### src/rtl/uart_pkg.sv
// Shared UART definitions: receiver FSM state encoding and default frame parameters.
package uart_pkg;

   typedef enum logic [1:0] {
      IDLE,
      START,
      DATA,
      STOP
   } uart_rx_state_t;

   localparam int unsigned UART_CLKS_PER_BIT_DEF = 10;
   localparam int unsigned UART_DATA_BITS_DEF    = 8;

endpackage

### src/rtl/uart_sync2.sv
// Two-flop synchronizer for an asynchronous single-bit input; reset value selectable
// so idle-high lines (RX, CTS) do not produce a spurious edge out of reset.
module uart_sync2 #(
   parameter logic RST_VAL = 1'b1
) (
   input  logic clk,
   input  logic rst_n,
   input  logic d,
   output logic q
);

   logic sync1;

   always_ff @(posedge clk or negedge rst_n) begin
      if (!rst_n) begin
         sync1 <= RST_VAL;
         q     <= RST_VAL;
      end else begin
         sync1 <= d;
         q     <= sync1;
      end
   end

endmodule

### src/rtl/uart_rx_core.sv
// 8N1-style UART receiver (LSB first, idle high) with mid-bit sampling and a
// single-entry valid/ready holding register; flags framing errors and overruns.
module uart_rx_core
   import uart_pkg::*;
#(
   parameter int unsigned CLKS_PER_BIT = UART_CLKS_PER_BIT_DEF,
   parameter int unsigned DATA_BITS    = UART_DATA_BITS_DEF
) (
   input  logic                 clk,
   input  logic                 rst_n,
   input  logic                 rx_i,
   output logic [DATA_BITS-1:0] rx_data_o,
   output logic                 rx_valid_o,
   input  logic                 rx_ready_i,
   output logic                 frame_err_o,
   output logic                 overrun_o,
   output logic                 busy_o
);

   localparam int unsigned CNT_W = $clog2(CLKS_PER_BIT);
   localparam int unsigned IDX_W = $clog2(DATA_BITS + 1);

   localparam logic [CNT_W-1:0] HALF_LAST = CNT_W'(CLKS_PER_BIT / 2 - 1);
   localparam logic [CNT_W-1:0] FULL_LAST = CNT_W'(CLKS_PER_BIT - 1);
   localparam logic [IDX_W-1:0] IDX_LAST  = IDX_W'(DATA_BITS - 1);

   uart_rx_state_t       state, state_nxt;
   logic [CNT_W-1:0]     cnt, cnt_nxt;
   logic [IDX_W-1:0]     bit_idx, bit_idx_nxt;
   logic [DATA_BITS-1:0] shreg, shreg_nxt;
   logic                 stop_done;

   logic rx_s;
   logic rx_s_d;
   logic fall;

   uart_sync2 #(
      .RST_VAL (1'b1)
   ) u_sync (
      .clk   (clk),
      .rst_n (rst_n),
      .d     (rx_i),
      .q     (rx_s)
   );

   always_ff @(posedge clk or negedge rst_n) begin
      if (!rst_n) begin
         rx_s_d <= 1'b1;
      end else begin
         rx_s_d <= rx_s;
      end
   end

   assign fall = !rx_s && rx_s_d;

   always_ff @(posedge clk or negedge rst_n) begin
      if (!rst_n) begin
         state   <= IDLE;
         cnt     <= '0;
         bit_idx <= '0;
         shreg   <= '0;
      end else begin
         state   <= state_nxt;
         cnt     <= cnt_nxt;
         bit_idx <= bit_idx_nxt;
         shreg   <= shreg_nxt;
      end
   end

   // START times only half a bit so every later terminal count lands mid-bit.
   always_comb begin
      state_nxt   = state;
      cnt_nxt     = cnt;
      bit_idx_nxt = bit_idx;
      shreg_nxt   = shreg;
      stop_done   = 1'b0;
      case (state)
         IDLE: begin
            if (fall) begin
               state_nxt = START;
               cnt_nxt   = '0;
            end
         end
         START: begin
            if (cnt == HALF_LAST) begin
               cnt_nxt = '0;
               if (!rx_s) begin
                  state_nxt   = DATA;
                  bit_idx_nxt = '0;
               end else begin
                  state_nxt = IDLE;
               end
            end else begin
               cnt_nxt = cnt + 1'b1;
            end
         end
         DATA: begin
            if (cnt == FULL_LAST) begin
               cnt_nxt     = '0;
               shreg_nxt   = {rx_s, shreg[DATA_BITS-1:1]};
               bit_idx_nxt = bit_idx + 1'b1;
               if (bit_idx == IDX_LAST) begin
                  state_nxt = STOP;
               end
            end else begin
               cnt_nxt = cnt + 1'b1;
            end
         end
         STOP: begin
            if (cnt == FULL_LAST) begin
               cnt_nxt   = '0;
               state_nxt = IDLE;
               stop_done = 1'b1;
            end else begin
               cnt_nxt = cnt + 1'b1;
            end
         end
         default: begin
            state_nxt = IDLE;
         end
      endcase
   end

   // A load on the same edge as a transfer overrides the clear, keeping valid high.
   always_ff @(posedge clk or negedge rst_n) begin
      if (!rst_n) begin
         rx_data_o   <= '0;
         rx_valid_o  <= 1'b0;
         frame_err_o <= 1'b0;
         overrun_o   <= 1'b0;
         busy_o      <= 1'b0;
      end else begin
         frame_err_o <= 1'b0;
         overrun_o   <= 1'b0;
         busy_o      <= (state_nxt != IDLE);
         if (rx_valid_o && rx_ready_i) begin
            rx_valid_o <= 1'b0;
         end
         if (stop_done) begin
            if (rx_s) begin
               if (!rx_valid_o || rx_ready_i) begin
                  rx_data_o  <= shreg;
                  rx_valid_o <= 1'b1;
               end else begin
                  overrun_o <= 1'b1;
               end
            end else begin
               frame_err_o <= 1'b1;
            end
         end
      end
   end

endmodule

### config.mk
export PLATFORM = sky130hd
export DESIGN_NAME = uart_rx_core
export DESIGN_NICKNAME = d
export VERILOG_FILES = /design/src/rtl/uart_pkg.sv /design/src/rtl/uart_sync2.sv /design/src/rtl/uart_rx_core.sv
export SDC_FILE = /design/constraint.sdc
export NUM_CORES = 1
export LEC_CHECK = 0
export ABC_AREA = 1
export CAP_MARGIN = 20
export CORE_ASPECT_RATIO = 1.25
export CORE_MARGIN = 5
export CORE_UTILIZATION = 30
export CTS_CLUSTER_SIZE = 12
export DETAILED_ROUTE_END_ITERATION = 10
export MAX_ROUTING_LAYER = met4
export PLACE_DENSITY = 0.47
export SYNTH_ARGS = -nofsm -noshare
export SYNTH_HDL_FRONTEND = slang
export SYNTH_SLANG_ARGS = --single-unit
### constraint.sdc
create_clock -name clk -period 1.2 [get_ports clk]
set_input_delay 0.18 -clock clk [delete_from_list [all_inputs] [get_ports clk]]
set_output_delay 0.18 -clock clk [all_outputs]
set_load 0.01 [all_outputs]
==> flow_metrics.tcl, run 1 <==
set metrics [dict create \
    leakage_uw 0.0009635 \
    crit_fanout 16 \
    power.share.clock_pct 22.7 \
    rsz0062_at_grt "true" \
    setup_viol 27 \
    cp_top_family "flip-flops" \
    status "finished, violations left" \
    fin_cells 249 \
    start_util_pct 31.06 \
    grt_overflow 0 \
    core_sq_um 4730 \
    ys_warn_count 0 \
    fin_util_pct 43.70 \
    grt_pass1_vias 1195 \
    grt.busiest_layer "met2" \
    switchingPower_uw 1246 \
    setup_tns_ns -2.296 \
    cts_buffer_depth 2 \
    hp-class "in2async" \
    ys_ff_latch 33 \
    grt_util_all_layers_pct 10.88 \
    die_h_um 88.24 \
    hold_viol 0 \
    synth_top_flop_cell "dfrtp_1" \
    grt_max_degree 34 \
    seq_area_frac_synth_pct 56.47 \
    clk_pin_slew_ns 0.06 \
    fin_crit_ns 1.309 \
    syn-num-nets 156 \
    met1_usage_pct 11.25 \
    end_kind "flop" \
    fin_crit_sh_pct 109.1 \
    synth_top_area_share_pct 51.11 \
    wirelength_um 2895 \
    drtAntennaViolNets 0 \
    vdd_drop_max_mv 1.315 \
    pwr-share-comb_pct 37.1 \
    nNetsFinal 197 \
    htreeDepth 2 \
    maxSlewHeadroom_pct 84.44 \
    synth_top_area_cell "dfrtp_1" \
    drt_iter0_drc 43 \
    worst_setup_path_start_kind "flop" \
    violations "negative setup slack" \
    worstPathCellList "inv_2 > ha_4 > nand2_2 > nor2_4 > nand2_4 > buf_12 > nand2_2 > o21ai_1" \
    drc_errors 0 \
    fin_skew_ns 0.003628 \
    synth_area_leaders "dfrtp_1 51%, nand2_1 8.7%, dfstp_2 5.4%" \
    grt_pass1_wl_um 5168 \
    ios 16 \
    syn_to_final_growth_pct 40.72 \
    num_rows 28 \
    dp_hpwl_um 1979 \
    timing.fmax_mhz 764.1 \
    port_buffers 15 \
    internal-power_uw 2423 \
    slowest_delay_ns 0.39 \
    antenna_found_initial 0 \
    syn_area_sq_um 1469 \
    required_ns 1.36 \
    synth_commonest_cells "34 x nand2_1, 30 x dfrtp_1, 18 x inv_1" \
    seqPwrFrac_pct 40.3 \
    drt-wirelength-per-cell_um 11.63 \
    synth_edf_count 0 \
    worst-path-buf-inv 2 \
    async_flop_share_pct 100.0 \
    final_max_slew_viol_count 0 \
    dpl.cell_count 237 \
    place.gp.congestion 0.7965 \
    vias 1090 \
    via_per_inst 4.378 \
    cpMostUsedCell "nand2_2" \
    cts_root_buffer "clkbuf_8" \
    avgSynthCellArea_sq_um 9.925 \
    arrival_ns 1.47 \
    final.setup.worst_slack_ns -0.1087 \
    pre_cts_ws_ns -0.1717 \
    cts_tree "done" \
    firstDrtPassIters 4 \
    power.density_nw_per_um2 1775 \
    grtUsageMet2_pct 18.97 \
    p_sw_share_pct 33.96 \
    syn-instance-count 148 \
    clock_sinks 33 \
    ys_types 24 \
    holdWs_ns 0.2761 \
    worst_pin_slew_ns 0.2328 \
    grtUsageMet3_pct 2.727 \
    worstSetupPathType "reg2reg" \
    fp.dieW_um 72.59 \
    insertion_delay_ns 0.28 \
    synth.most_common_cell "nand2_1" \
    drv_cap 0 \
    dieArea_sq_um 6405 \
    antennaDiodeCount 0 \
    slowest_stage "dfrtp_1" \
    cts-buffers-inserted 5 \
    drive_gt1_share_pct 37.57 \
]
==> logic make-up (layout without fill, tap and decap cells) <==
logic type	count (synthesis)	after routing	synth area share, %
AOI/OAI and AO/OA	23	23	10.05
xor gates and xnor gates	4	4	2.385
and+or+nand+nor	62	63	21.04
buffers and inverters	22	62	6.644
DFF	33	33	56.47
adders and majority gates	4	4	3.407
==> timing repair <==
action	4_1_cts	5_1_grt
pin swaps	13	11
hold buffers	0	0
gates cloned	1	0
setup buffers	5	0
gates resized for setup	41	5
setup endpoints to repair	39	28
==> cells in the final DEF (no fill, tap or decap) <==
| cell type | n |
|---|---|
| a21oi_1 | 1 |
| a21oi_2 | 1 |
| buf_12 | 2 |
| buf_4 | 15 |
| buf_6 | 3 |
| clkbuf_1 | 1 |
| clkbuf_8 | 6 |
| clkdlybuf4s50_1 | 3 |
| dfrtp_1 | 30 |
| dfstp_2 | 3 |
| dlygate4sd2_1 | 12 |
| ha_1 | 2 |
| ha_4 | 2 |
| inv_1 | 15 |
| inv_2 | 3 |
| inv_4 | 2 |
| nand2_1 | 22 |
| nand2_2 | 10 |
| nand2_4 | 6 |
| nand3_1 | 6 |
| nand3_4 | 4 |
| nand3b_1 | 1 |
| nand4_1 | 2 |
| nor2_1 | 6 |
| nor2_2 | 2 |
| nor2_4 | 3 |
| nor3_1 | 1 |
| o21ai_1 | 11 |
| o21ai_2 | 8 |
| o22ai_1 | 1 |
| o22ai_2 | 1 |
| xnor2_1 | 1 |
| xor2_1 | 3 |
==> layout make-up <==
type	instances	area (sq um)
clock buffers	7	86.33
inverters	20	80.08
repair buffers	35	321.6
fillers	466	2663
multi-input cells	94	674.4
flip-flops and latches	33	829.5
well taps	60	75.07
==> power groups by stage <==
stage / logic [uW] / clock network (uW) / registers, uW
floorplan: 631 / 0 / 1500
global placement: 1050 / 0 / 1480
detailed placement: 1070 / 0 / 1490
CTS: 1380 / 872 / 1470
global route: 1530 / 921 / 1500
finish: 1360 / 831 / 1480
==> registers in the layout, summed over array words and instances (netlist names) <==
| name | cells |
|---|---|
| u_sync.q | 1 |
| frame_err_o | 1 |
| busy_o | 1 |
| u_sync.sync1 | 1 |
| rx_s_d | 1 |
| bit_idx | 4 |
| state | 2 |
| rx_valid_o | 1 |
| rx_data_o | 8 |
| cnt | 4 |
| overrun_o | 1 |
| shreg | 8 |
==> worst paths after layout <==
check / cells past startpoint / to / from / slack, ns
setup reg to reg: 8 / shreg[6]$_DFFE_PN0P_ / cnt[1]$_DFFE_PN0P_ / -0.11
hold / removal: 2 / shreg[0]$_DFFE_PN0P_ / rst_n / 0.28
hold reg to reg: 0 / u_sync.q$_DFF_PN1_ / u_sync.sync1$_DFF_PN1_ / 0.36
setup / recovery: 8 / shreg[6]$_DFFE_PN0P_ / cnt[1]$_DFFE_PN0P_ / -0.11
max in group asynchronous: 2 / rx_s_d$_DFF_PN1_ / rst_n / 0.68
min in group clk: 1 / u_sync.sync1$_DFF_PN1_ / rx_i / 0.30
==> layer usage <==
metal  up-vias  routed length [um]
met1       515                1178
met2        18                1534
met3         5                 113
met4         0                  69
met5         -                   0
li1        552                   -
==> metrics by stage <==
step | instance area [sq um] | total power, uW
CTS | 2062 | 3728
global route | 2067 | 3951
finish | 2067 | 3670
detailed placement | 1842 | 2566
global placement | 1842 | 2532
floorplan | 1498 | 2131
==> worst register-to-register path, cell delays in order, from the launching register on <==
cell and delay, ns:
dfrtp_1 0.39, inv_2 0.09, ha_4 0.15, nand2_2 0.07, nor2_4 0.14, nand2_4 0.09
buf_12 0.16, nand2_2 0.05, o21ai_1 0.06
Power figures use the tool's default switching activity.
==> inputs of run 2 (changes only) <==
--- a/config.mk
+++ b/config.mk
@@ -14,6 +14,7 @@
 export DETAILED_ROUTE_END_ITERATION = 10
 export MAX_ROUTING_LAYER = met4
 export PLACE_DENSITY = 0.47
+export SKIP_CTS_REPAIR_TIMING = 1
 export SYNTH_ARGS = -nofsm -noshare
 export SYNTH_HDL_FRONTEND = slang
 export SYNTH_SLANG_ARGS = --single-unit
==> run 2 against run 1 <==
Compared with the run above: sequential share of layout area shrank 1.7 points; cell count is the same; wire length grew 2.2%; register-to-register slack lost 0.03 ns; largest cell class unchanged; sequential cell count is the same; global-route usage shrank 0.73 points; power grew 4.1%; the run still ends with negative setup slack left; largest power group is now combinational logic; highest routed layer unchanged; clock skew is essentially flat; design area grew 4.5%; fmax shrank 2.0%.
==> flow_metrics.tcl, run 2 (synthesized netlist as in run 1, its figures left out) <==
set metrics [dict create \
    worst_setup_path_start_kind "flop" \
    end_kind "flop" \
    grt_util_all_layers_pct 10.15 \
    final_max_slew_viol_count 0 \
    wl_met3_um 135 \
    via_per_inst 4.450 \
    power.density_nw_per_um2 1768 \
    dp_hpwl_um 1979 \
    slowest_delay_ns 0.39 \
    fin_skew_ns 0.003438 \
    wirelength_um 2959 \
    insertion_delay_ns 0.28 \
    reg_top3 "rx_data_o: 8 flops, shreg: 8 flops" \
    final.setup.worst_slack_ns -0.1353 \
    drc_errors 0 \
    final.fill_count 440 \
    cts_buffer_depth 2 \
    crit_fanout 16 \
    fp.dieW_um 72.59 \
    cts_tree "done" \
    status "finished, violations left" \
    num_rows 28 \
    fin_cells 249 \
    grt_pass1_vias 1137 \
    hold_viol 0 \
    start_util_pct 31.06 \
    fin_crit_ns 1.335 \
    dpl_cell_area_sq_um 1842 \
    cts-buffers-inserted 5 \
    wl_met1_um 1161 \
    nNetsFinal 197 \
    rsz0062_at_grt "true" \
    drv_cap 0 \
    drt-wirelength-per-cell_um 11.88 \
    leakage_uw 0.001127 \
    drt_iter0_drc 60 \
    drive_gt1_share_pct 45.50 \
    fin_crit_sh_pct 111.3 \
    holdWs_ns 0.2779 \
    syn_to_final_growth_pct 47.10 \
    dieArea_sq_um 6405 \
    worst-path-buf-inv 2 \
    arrival_ns 1.50 \
    final_common_cell "dfrtp_1" \
    setup_tns_ns -2.683 \
    grt_pass1_wl_um 4836 \
    die_h_um 88.24 \
    violations "negative setup slack" \
    fin_area_sq_um 2161 \
    worst_pin_slew_ns 0.2625 \
    worstSetupPathType "reg2reg" \
    htreeDepth 2 \
    required_ns 1.36 \
    mostFrequentLayoutCells "29 x dfrtp_1, 19 x nand2_2, 15 x inv_1, 15 x buf_4, 13 x nand2_1" \
    port_buffers 15 \
    slowest_stage "dfrtp_1" \
    hp-class "in2async" \
    antenna_found_initial 0 \
    ios 16 \
    clock_sinks 33 \
    antennaDiodeCount 0 \
    wl_met2_um 1576 \
    dpl.cell_count 237 \
    timing.fmax_mhz 748.9 \
    clk_pin_slew_ns 0.06 \
    drtAntennaViolNets 0 \
    firstDrtPassIters 4 \
    setup_viol 27 \
    vdd_drop_max_mv 1.245 \
    cts_root_buffer "clkbuf_8" \
    worstPathCellList "inv_2 > ha_4 > nand2_2 > nor2_4 > nand2_4 > buf_12 > nand2_2 > o21ai_1" \
    core_sq_um 4730 \
    grt_max_degree 34 \
    place.gp.congestion 0.7965 \
    cpMostUsedCell "nand2_2" \
    cp_top_family "flip-flops" \
    grt_overflow 0 \
    highest_layer "met4" \
    totalPowerFinal_uw 3821 \
    vias 1108 \
    maxSlewHeadroom_pct 82.45 \
]
[run 2: layout make-up]
class                           instances  area, sq um  share of cell area [%]
Tap cell                               60        75.07                   3.474
Multi-Input combinational cell         94        721.9                   33.41
Sequential cell                        33        830.8                   38.45
Clock buffer                            7        86.33                   3.995
Timing Repair Buffer                   35        366.6                   16.97
Inverter                               20        80.08                   3.706
[run 2: metal layers]
metal	up-vias	GRT usage, %
li1	552	-
met1	527	10.75
met2	22	17.08
met3	7	2.727
met4	0	5.537
met5	-	-
[run 2: path summary, 6_finish.rpt]
kind | start | end | slack (ns) | depth (start not counted)
setup / recovery | cnt[1]$_DFFE_PN0P_ | shreg[5]$_DFFE_PN0P_ | -0.14 | 8
hold / removal | rst_n | rx_valid_o$_DFF_PN0_ | 0.28 | 2
setup reg to reg | cnt[1]$_DFFE_PN0P_ | shreg[5]$_DFFE_PN0P_ | -0.14 | 8
hold reg to reg | u_sync.sync1$_DFF_PN1_ | u_sync.q$_DFF_PN1_ | 0.36 | 0
max in group asynchronous | rst_n | rx_s_d$_DFF_PN1_ | 0.69 | 2
min in group clk | rx_i | u_sync.sync1$_DFF_PN1_ | 0.30 | 1
[run 2: through the flow]
| stage | setup WS, ns | util (%) |
|---|---|---|
| after CTS | -0.1937 | 40.77 |
| after floorplan | -0.07617 | - |
| final | -0.1353 | 45.69 |
| after global routing | -0.2164 | 45.69 |
| after global placement | -0.1241 | 38.94 |
| after detailed placement | -0.1717 | 38.94 |
[run 2: power by group]
part           switching (uW)  leakage [uW]  internal [uW]
clock                     373     0.0000443            455
sequential                182      0.000425           1310
combinational             750      0.000658            749
total                    1300       0.00113           2520
==> inputs of run 3 (changes only) <==
--- a/config.mk
+++ b/config.mk
@@ -9,11 +9,11 @@
 export CAP_MARGIN = 20
 export CORE_ASPECT_RATIO = 1.25
 export CORE_MARGIN = 5
-export CORE_UTILIZATION = 30
+export CORE_UTILIZATION = 25
 export CTS_CLUSTER_SIZE = 12
 export DETAILED_ROUTE_END_ITERATION = 10
 export MAX_ROUTING_LAYER = met4
-export PLACE_DENSITY = 0.47
+export PLACE_DENSITY = 0.41
 export SKIP_CTS_REPAIR_TIMING = 1
 export SYNTH_ARGS = -nofsm -noshare
 export SYNTH_HDL_FRONTEND = slang
==> run 3 against run 2 <==
Compared with the run above: the flow still finishes with violations (negative setup slack); utilization down 6.8 points; worst setup slack worse by 0.016 ns; sequential share of layout area shrank 1.2 points; first-iteration DRC count fell by 55%; count of clock-buffer cells in the layout shrank 2; clock skew increased by 0.0071 ns; clock power increased by 28%; sequential cell count unchanged; global-route usage is 0.79 points lower; non-clock buffer count up 4; register-to-register slack worse by 0.02 ns; wire length increased by 8.7%; critical endpoint is now rx_data_o[6]$_DFFE_PN0P_; largest cell class unchanged; highest routed layer unchanged.
==> flow_metrics.tcl, run 3 (synthesized netlist as in run 1, its figures left out) <==
set metrics [dict create \
    clock_sinks 33 \
    fin_skew_ns 0.01054 \
    drive_gt1_share_pct 46.91 \
    worstSetupPathType "reg2reg" \
    mostFrequentLayoutCells "29 x dfrtp_1, 20 x buf_4, 15 x nand2_2" \
    ios 16 \
    worst_pin_slew_ns 0.2543 \
    fin_area_sq_um 2232 \
    core_sq_um 5741 \
    dpl_cell_area_sq_um 1859 \
    nNetsFinal 201 \
    dp_hpwl_um 2211 \
    fin_crit_sh_pct 112.6 \
    setup_viol 27 \
    timing.fmax_mhz 740.2 \
    reg_top3 "rx_data_o: 8 flops, shreg: 8 flops" \
    status "finished, violations left" \
    start_util_pct 25.59 \
    worst_setup_path_start_kind "flop" \
    via_per_inst 4.319 \
    hp-class "in2async" \
    drt-wirelength-per-cell_um 12.37 \
    place.gp.congestion 0.8031 \
    final_max_slew_viol_count 0 \
    drc_errors 0 \
    grt_pass1_vias 1192 \
    insertion_delay_ns 0.29 \
    grt_max_degree 20 \
    wirelength_um 3217 \
    power.density_nw_per_um2 1807 \
    dieArea_sq_um 7518 \
    cts_buffer_depth 2 \
    arrival_ns 1.52 \
    cts_root_buffer "clkbuf_8" \
    syn_to_final_growth_pct 51.96 \
    die_h_um 95.70 \
    num_rows 31 \
    required_ns 1.37 \
    cts_tree "done" \
    maxSlewHeadroom_pct 83.04 \
    crit_fanout 8 \
    final_common_cell "dfrtp_1" \
    clk_pin_slew_ns 0.08 \
    grt_util_all_layers_pct 9.360 \
    htreeDepth 2 \
    leakage_uw 0.001171 \
    final.setup.worst_slack_ns -0.1509 \
    violations "negative setup slack" \
    antenna_found_initial 0 \
    grt_overflow 0 \
    cts-buffers-inserted 5 \
    fp.dieW_um 78.56 \
    port_buffers 15 \
    grt_pass1_wl_um 5299 \
    drtAntennaViolNets 0 \
    antennaDiodeCount 0 \
    drv_cap 0 \
    firstDrtPassIters 4 \
    vdd_drop_max_mv 1.076 \
    rsz0062_at_grt "true" \
    hold_viol 0 \
    fin_util_pct 38.88 \
    vias 1123 \
    setup_tns_ns -3.206 \
    fin_crit_ns 1.351 \
    holdWs_ns 0.2334 \
    end_kind "flop" \
    totalPowerFinal_uw 4032 \
    drt_iter0_drc 27 \
]
## run 3: worst paths after layout
path	cells after the start	startpoint	slack [ns]	to
worst max register to register	7	cnt[1]$_DFFE_PN0P_	-0.15	rx_data_o[6]$_DFFE_PN0P_
min in group clk	1	rx_i	0.30	u_sync.sync1$_DFF_PN1_
worst min register to register	0	u_sync.sync1$_DFF_PN1_	0.36	u_sync.q$_DFF_PN1_
max in group asynchronous	2	rst_n	0.72	rx_data_o[6]$_DFFE_PN0P_
worst min-delay path	2	rst_n	0.23	shreg[0]$_DFFE_PN0P_
worst max-delay path	7	cnt[1]$_DFFE_PN0P_	-0.15	rx_data_o[6]$_DFFE_PN0P_
## run 3: metrics by stage
step / cells / setup WS, ns
final: 260 / -0.1509
after global placement: 246 / -0.1379
after floorplan: 148 / -0.07617
after CTS: 254 / -0.2108
after detailed placement: 246 / -0.1748
after global routing: 260 / -0.2428
## run 3: worst max-delay path, stage by stage, from the launching register on
cell and delay, ns:
dfrtp_1 0.39, inv_2 0.09, ha_4 0.16, nand3_4 0.08, nor2_4 0.18, nand3_4 0.19, nand2_2 0.10, o21ai_2 0.05
## run 3: report_power, final
| part | internal, uW | switching, uW | total (uW) | leakage (uW) |
|---|---|---|---|---|
| sequential | 1310 | 185 | 1500 | 0.000425 |
| clock | 621 | 440 | 1060 | 0.0000543 |
| combinational | 738 | 736 | 1470 | 0.000691 |
## run 3: layer usage
layer,up-vias,routed length (um),GRT usage (%)
li1,563,-,-
met1,530,1302,9.672
met2,19,1689,16.29
met3,11,132,2.903
met4,0,92,4.373
met5,-,0,-
## run 3: layout make-up
cell class / count / area [sq um]
timing repair buffer: 39 / 397.9
inverter: 20 / 75.07
clock inverter: 3 / 46.29
multi-input combinational: 94 / 730.7
clock buffer: 5 / 68.82
tap: 66 / 82.58
sequential: 33 / 830.8
fill: 557 / 3508
